<file path="src/rtl/booth_mult_pipe_hs_if.sv">
// booth_mult_pipe_hs_if: ready/valid operand channel and product channel of the Booth multiplier.
interface booth_mult_pipe_hs_if #(
    parameter int WIDTH = 8,
    parameter int TAG_W = 4
);
    logic               in_valid;
    logic               in_ready;
    logic [WIDTH-1:0]   multiplicand;
    logic [WIDTH-1:0]   multiplier;
    logic [1:0]         sign_mode;
    logic [TAG_W-1:0]   in_tag;
    logic               out_valid;
    logic               out_ready;
    logic [2*WIDTH-1:0] product;
    logic [TAG_W-1:0]   out_tag;

    modport master (
        output in_valid, multiplicand, multiplier, sign_mode, in_tag, out_ready,
        input  in_ready, out_valid, product, out_tag
    );

    modport slave (
        input  in_valid, multiplicand, multiplier, sign_mode, in_tag, out_ready,
        output in_ready, out_valid, product, out_tag
    );
endinterface

</file>
<file path="src/rtl/booth_mult_pipe_hs.sv">
// booth_mult_pipe_hs: 4-stage radix-4 Booth multiplier with ready/valid backpressure and tag sideband.
module booth_mult_pipe_hs #(
    parameter int WIDTH = 8,
    parameter int TAG_W = 4
) (
    input logic                 clk,
    input logic                 rst_n,
    booth_mult_pipe_hs_if.slave bus
);
    localparam int OP_W  = WIDTH + 2;
    localparam int NPP   = WIDTH / 2 + 1;
    localparam int SUM_W = 2 * WIDTH + 8;

    if (WIDTH % 2 != 0 || WIDTH < 4) begin : g_bad_width
        $error("booth_mult_pipe_hs: WIDTH must be even and >= 4");
    end

    logic                      en;
    logic [3:0]                v_q;
    logic [WIDTH-1:0]          a1_q, b1_q;
    logic [1:0]                sm1_q;
    logic [TAG_W-1:0]          tag1_q, tag2_q, tag3_q, tag4_q;
    logic [NPP-1:0][3:0]       sel_q, sel_d;
    logic [NPP-1:0]            neg_q, neg_d;
    logic [OP_W-1:0]           a_ext, b_ext, ap_q, an_q, a2p_q, a2n_q, pick;
    logic [OP_W:0]             bx;
    logic [NPP-1:0][SUM_W-1:0] pp_q, pp_d;
    logic [SUM_W-1:0]          corr_q, corr_d, total;
    logic [2*WIDTH-1:0]        prod_q;
    logic                      unused_hi;

    // One enable for the whole pipe: a stalled output freezes every stage.
    assign en            = !v_q[3] || bus.out_ready;
    assign bus.in_ready  = en;
    assign bus.out_valid = v_q[3];
    assign bus.product   = prod_q;
    assign bus.out_tag   = tag4_q;

    assign a_ext = {{2{sm1_q[1] & a1_q[WIDTH-1]}}, a1_q};
    assign b_ext = {{2{sm1_q[0] & b1_q[WIDTH-1]}}, b1_q};
    assign bx    = {b_ext, 1'b0};

    // Select bits per group: [0]=+A, [1]=-A, [2]=+2A, [3]=-2A.
    always_comb begin
        sel_d = '0;
        neg_d = '0;
        for (int k = 0; k < NPP; k++) begin
            sel_d[k][0] = bx[2*k+:3] == 3'b001 || bx[2*k+:3] == 3'b010;
            sel_d[k][1] = bx[2*k+:3] == 3'b101 || bx[2*k+:3] == 3'b110;
            sel_d[k][2] = bx[2*k+:3] == 3'b011;
            sel_d[k][3] = bx[2*k+:3] == 3'b100;
            neg_d[k]    = sel_d[k][1] | sel_d[k][3];
        end
    end

    // Negative digits use the inverted vector; their +1 lands in corr_d at the group's weight.
    always_comb begin
        pp_d   = '0;
        corr_d = '0;
        pick   = '0;
        for (int k = 0; k < NPP; k++) begin
            pick = ({OP_W{sel_q[k][0]}} & ap_q) | ({OP_W{sel_q[k][1]}} & an_q) |
                   ({OP_W{sel_q[k][2]}} & a2p_q) | ({OP_W{sel_q[k][3]}} & a2n_q);
            pp_d[k]       = {{(SUM_W-OP_W){pick[OP_W-1]}}, pick} << (2 * k);
            corr_d[2*k]   = neg_q[k];
        end
    end

    always_comb begin
        total = corr_q;
        for (int k = 0; k < NPP; k++) total = total + pp_q[k];
    end

    assign unused_hi = ^total[SUM_W-1:2*WIDTH];

    always_ff @(posedge clk or negedge rst_n) begin
        if (!rst_n) begin
            v_q    <= '0;
            a1_q   <= '0;
            b1_q   <= '0;
            sm1_q  <= '0;
            tag1_q <= '0;
            sel_q  <= '0;
            neg_q  <= '0;
            ap_q   <= '0;
            an_q   <= '0;
            a2p_q  <= '0;
            a2n_q  <= '0;
            tag2_q <= '0;
            pp_q   <= '0;
            corr_q <= '0;
            tag3_q <= '0;
            prod_q <= '0;
            tag4_q <= '0;
        end else if (en) begin
            v_q    <= {v_q[2:0], bus.in_valid};
            a1_q   <= bus.multiplicand;
            b1_q   <= bus.multiplier;
            sm1_q  <= bus.sign_mode;
            tag1_q <= bus.in_tag;
            sel_q  <= sel_d;
            neg_q  <= neg_d;
            ap_q   <= a_ext;
            an_q   <= ~a_ext;
            a2p_q  <= {a_ext[OP_W-2:0], 1'b0};
            a2n_q  <= ~{a_ext[OP_W-2:0], 1'b0};
            tag2_q <= tag1_q;
            pp_q   <= pp_d;
            corr_q <= corr_d;
            tag3_q <= tag2_q;
            prod_q <= total[2*WIDTH-1:0];
            tag4_q <= tag3_q;
        end
    end
endmodule

</file>
<file path="src/flat_wrapper.sv">
// flat-port wrapper written by rule: the top's interface ports become plain ports
module booth_mult_pipe_hs_flat 
#(
    parameter int WIDTH = 8,
    parameter int TAG_W = 4
)
  (clk, rst_n, bus_in_valid, bus_multiplicand, bus_multiplier, bus_sign_mode, bus_in_tag, bus_out_ready, bus_in_ready, bus_out_valid, bus_product, bus_out_tag);
  booth_mult_pipe_hs_if #(.WIDTH(WIDTH), .TAG_W(TAG_W)) bus_i ();
  input logic clk;
  input logic rst_n;
  input wire logic [$bits(bus_i.in_valid)-1:0] bus_in_valid;
  input wire logic [$bits(bus_i.multiplicand)-1:0] bus_multiplicand;
  input wire logic [$bits(bus_i.multiplier)-1:0] bus_multiplier;
  input wire logic [$bits(bus_i.sign_mode)-1:0] bus_sign_mode;
  input wire logic [$bits(bus_i.in_tag)-1:0] bus_in_tag;
  input wire logic [$bits(bus_i.out_ready)-1:0] bus_out_ready;
  output wire logic [$bits(bus_i.in_ready)-1:0] bus_in_ready;
  output wire logic [$bits(bus_i.out_valid)-1:0] bus_out_valid;
  output wire logic [$bits(bus_i.product)-1:0] bus_product;
  output wire logic [$bits(bus_i.out_tag)-1:0] bus_out_tag;
  assign bus_i.in_valid = bus_in_valid;
  assign bus_i.multiplicand = bus_multiplicand;
  assign bus_i.multiplier = bus_multiplier;
  assign bus_i.sign_mode = bus_sign_mode;
  assign bus_i.in_tag = bus_in_tag;
  assign bus_i.out_ready = bus_out_ready;
  assign bus_in_ready = bus_i.in_ready;
  assign bus_out_valid = bus_i.out_valid;
  assign bus_product = bus_i.product;
  assign bus_out_tag = bus_i.out_tag;
  booth_mult_pipe_hs #(.WIDTH(WIDTH), .TAG_W(TAG_W)) u_core (.clk(clk), .rst_n(rst_n), .bus(bus_i));
endmodule
</file>
<file path="config.mk">
export PLATFORM = sky130hd
export DESIGN_NAME = booth_mult_pipe_hs_flat
export DESIGN_NICKNAME = d
export VERILOG_FILES = /design/src/rtl/booth_mult_pipe_hs_if.sv /design/src/rtl/booth_mult_pipe_hs.sv /design/src/flat_wrapper.sv
export SDC_FILE = /design/constraint.sdc
export NUM_CORES = 1
export LEC_CHECK = 0
export BUFFER_PORTS_ARGS = -buffer_cell sky130_fd_sc_hd__clkbuf_2
export CAP_MARGIN = 20
export CORE_MARGIN = 8
export CORE_UTILIZATION = 55
export CTS_BUF_LIST = sky130_fd_sc_hd__clkbuf_16
export DETAILED_ROUTE_END_ITERATION = 6
export MAX_ROUTING_LAYER = met4
export PLACE_DENSITY_LB_ADDON = 0.15
export SETUP_SLACK_MARGIN = 0.05
export SLEW_MARGIN = 20
export SYNTH_ARGS = -nofsm -noshare
export SYNTH_HDL_FRONTEND = slang
export SYNTH_SLANG_ARGS = --single-unit
</file>
<file path="constraint.sdc">
create_clock -name clk -period 4.95 [get_ports clk]
set_input_delay 0.495 -clock clk [delete_from_list [all_inputs] [get_ports clk]]
set_output_delay 0.495 -clock clk [all_outputs]
set_load 0.01 [all_outputs]
</file>
Yosys cells after proc, flatten, opt, wreduce, memory -nomap -nowiden --
Cells that the tools add are included.
Storage, ports and cells: register bits after elaboration 169, logic and storage cells 109, input port bits 26
Cells by class: reductions and logical operators 10, $add $sub $neg 5, equality and inequality tests 27, bitwise logic cells 42
Operators by type and width (number):
- $and 10x10->10 | 15
- $or 10x10->10 | 11
- $add 16x16->16 | 3
- $eq 3x3->1 const B | 12
- $and 8x8->8 | 4
- $eq 3x2->1 const B | 8
- $or 8x8->8 | 3
- $not 10->10 | 2
- $add 11x12->13 | 1
- $eq 3x1->1 const B | 4
- $add 10x10->11 | 1
- $logic_or 1x1->1 | 9
- $or 1x1->1 | 5
- $eq 2x2->1 const B | 2
- $and 1x1->1 | 2
- $eq 2x1->1 const B | 1
- $logic_not 1->1 | 1

Logic depth before layout (Yosys ltp) --
depth after elaboration 5, mapped depth 19, mapped depth without buffers 19

Worst setup path before layout --
No wires, ideal clock.
path kind register -> register, start point register u_core.corr_q[4], end point register u_core.prod_q[14] (netlist: u_core.bus.product[14]), data arrival time 4.492 ns, setup time 0.095 ns, path buffers 0, stages on the path, launching flop included 18, required time 4.855 ns, period minus slack after synthesis 4.587 ns, slack 0.363 ns, cell sequence dfrtp_1 -> fa_1 -> ha_1 -> a21oi_1 -> a21oi_1 -> a311oi_2 -> o211ai_1 -> o211ai_2 -> xor2_1 -> fa_1 -> inv_1 -> fa_1 -> inv_1 -> ha_1 -> or3_1 -> o211a_1 -> o21a_1 -> o31ai_1
On the way: word-level cells in the longest chain between the ends 5
RTL lines:
- from (decl) | line booth_mult_pipe_hs.sv:28 | logic [SUM_W-1:0] corr_q, corr_d, total;
- from (signal assigned) | line booth_mult_pipe_hs.sv:109 | corr_q <= corr_d;
- $add 10x10->11 | line booth_mult_pipe_hs.sv:71 | for (int k = 0; k < NPP; k++) total = total + pp_q[k];
- $add 11x12->13 | line booth_mult_pipe_hs.sv:71
- $add 16x16->16 (3 in series) | line booth_mult_pipe_hs.sv:71
- to (signal assigned) | line booth_mult_pipe_hs.sv:111 | prod_q <= total[2*WIDTH-1:0];
- to (decl) | line booth_mult_pipe_hs.sv:29 | logic [2*WIDTH-1:0] prod_q;
No other way between the ends. A chain may end at the register's enable or synchronous reset.

Final worst setup path --
start point register u_core.corr_q[6], end point register u_core.prod_q[14] (netlist: u_core.bus.product[14])
The elaborated chain is that of the path after synthesis.

==> reports/results.ini <==
[synth]
synth_edf_count=0
synthCells=816
synth_seq_area_share=0.484
ys_types=44
synthesis.area_um2=7600
yosys_warnings=0
async_reset_ff_frac=1.00
avgSynthCellArea_um2=9.32
syn_nets=896
synth_flop_cell=dfrtp_1
synth-seq-cells=147

[finish]
final_cell_mix=208 x nand2_1, 147 x dfrtp_1, 54 x nor2_1
drive_gt1_frac=0.118
seq_area_um2=3680
nets=901
area_growth_pct=12.4
diodes=0
fillers=1184
final_common_cell=nand2_1
multiInputGateArea_um2=3570

[routing]
num_vias=5798
drtAntennaViolNets=0
first_pass_iters=7
drt_first_iter_violations=607
wl_per_cell_um=16.6
drcViolationCount=8
drt-vias-per-instance=5.72
routed_wl_um=16800

[sta]
clock.fmax_mhz=212
period_minus_slack_ps=4720
slew_violations=0
rsz0062_at_grt=false
finalSetupTns_ps=0
fin_crit_sh=0.953
tightest_slew_ps=944
setup_violations=0
finalClockSkew_ps=9.69
hold_violations=0
relSlewSlack=0.370

[place]
hpwlAfterDp_um=11300
place.gp.congestion=0.864
port_buffers=47

[setup_path]
startpoint_type=flop
reg2reg_depth=15
timing.rr.start=u_core.corr_q[6]
end_kind=flop
worstPathRequired_ps=5280
cp_top_family=adder cells
path_buf_inv=2
max_stage_delay_ps=580
r2r-end=u_core.bus.product[14]
critical_path_arrival_ps=5050
crit_slowest_cell=fa_1
crit_path_max_fanout=6
r2r_slack_ps=230
critPathKind=reg -> reg
critical_path.cell_chain=fa_1 > ha_2 > or4_4 > a41o_1 > a21oi_2 > xnor2_1 > fa_1 > inv_1 > fa_1 > inv_1 > ha_2 > or3_1 > o211a_1 > o21a_1 > o31ai_1
cpMostUsedCell=fa_1
critical_path_depth=15

[die]
core_um2=13700
die_area_um2=17800
die_width_um=134
io_pins=48
row_count=43
start_util=0.554
die_height_um=134

[job]
cap_violations=0

[clock_tree]
cts_max_path_buffers=2
root_buffer=clkbuf_16
clk_pin_slew_ps=60
cts_tree=done
htree_levels=4
cts_hold_buf=0
numClockSinks=147
clk_latency_ps=430
cts_buffers=17

[global_routing]
grt_pass1_vias=5749
grt_usage=0.200
grt_overflow_total=0
grt_max_degree=102
grt_pass1_wl_um=28000
antenna_found_initial=0

[outcome]
status=finished, violations left
violations=design-rule violations

[min_path]
hold_class=in -> async

layer usage:
layer / global-route usage / vias to the layer above / share of wire
met5: - / - / 0
met4: 0.102 / 0 / 0.027
met3: 0.0384 / 44 / 0.064
met2: 0.289 / 228 / 0.45
met1: 0.265 / 2740 / 0.46
li1: - / 2786 / -
cells by family (layout without fill, tap and decap cells):
kind of cell,Yosys count,in the layout,share of synthesized area
AND/OR/NAND/NOR,292,292,0.154
AO/OA/AOI/OAI,188,188,0.172
flip-flops,147,147,0.484
buffers and inverters,114,131,0.0564
adder cells (fa/ha/maj),54,54,0.110
XOR/XNOR,21,21,0.0242
Yosys cell counts, types with 2 or more instances:
cell type / count / area, um^2
nand2_1: 208 / 781
dfrtp_1: 147 / 3680
nor2_1: 54 / 203
a22oi_1: 52 / 390
clkbuf_1: 44 / 165
inv_1: 44 / 165
a21oi_1: 38 / 190
ha_1: 33 / 413
buf_1: 24 / 90.1
a31oi_1: 22 / 138
fa_1: 21 / 420
o21ai_0: 17 / 85.1
xnor2_1: 16 / 140
a221oi_1: 12 / 105
a222oi_1: 11 / 110
o21a_1: 10 / 75.1
nand3_1: 7 / 35.0
o31ai_1: 7 / 52.6
nand3b_1: 6 / 45.0
xor2_1: 5 / 43.8
nor3_1: 4 / 20.0
a21o_1: 3 / 22.5
a22o_1: 3 / 26.3
nand2b_1: 3 / 18.8
nor2b_1: 3 / 18.8
a21oi_2: 2 / 17.5
nand4_1: 2 / 12.5
or3_1: 2 / 12.5
registers in the layout, summed over array words and instances, names as in the netlist, 5 cells and up:
register,count
u_core.pp_q,48
u_core.sel_q,17
u_core.bus.product,16
u_core.a2n_q,9
u_core.ap_q,9
u_core.a1_q,8
u_core.b1_q,8
u_core.corr_q,5
worst max path at each step:
stage	from	end
floorplan	u_core.corr_q[4]	u_core.bus.product[14]
detailed placement	u_core.corr_q[4]	u_core.bus.product[14]
global route	u_core.pp_q[28]	u_core.bus.product[15]
finish	u_core.corr_q[6]	u_core.bus.product[14]
CTS	u_core.corr_q[4]	u_core.bus.product[14]
global placement	u_core.corr_q[4]	u_core.bus.product[14]
repair_timing:
action,CTS,global route
pin swaps,1,9
buffers inserted,1,3
setup endpoints to repair,1,4
gates resized for setup,1,9
final cells by class:
class | count | area share
sequential | 147 | 0.430
clock buffer | 17 | 0.0498
inverter | 45 | 0.0200
clock inverter | 14 | 0.0203
multi-input combinational | 555 | 0.418
tap | 180 | 0.0263
timing repair buffer | 55 | 0.0353
per-stage QoR:
step | hold slack [ps] | util | setup WS, ps | cell area, um^2 | std cells
after floorplan | 199 | - | 363 | 7600 | 816
after global placement | 444 | 0.572 | 153 | 7850 | 978
after detailed placement | 457 | 0.572 | 18.7 | 7850 | 978
after CTS | 210 | 0.617 | 82.8 | 8460 | 1010
after global routing | 247 | 0.623 | 47.2 | 8550 | 1013
final | 165 | 0.623 | 230 | 8550 | 1013
Power is left out: the tool's default activity adds up to more than one toggle a clock period on the data nets, which glitch-free logic cannot reach.
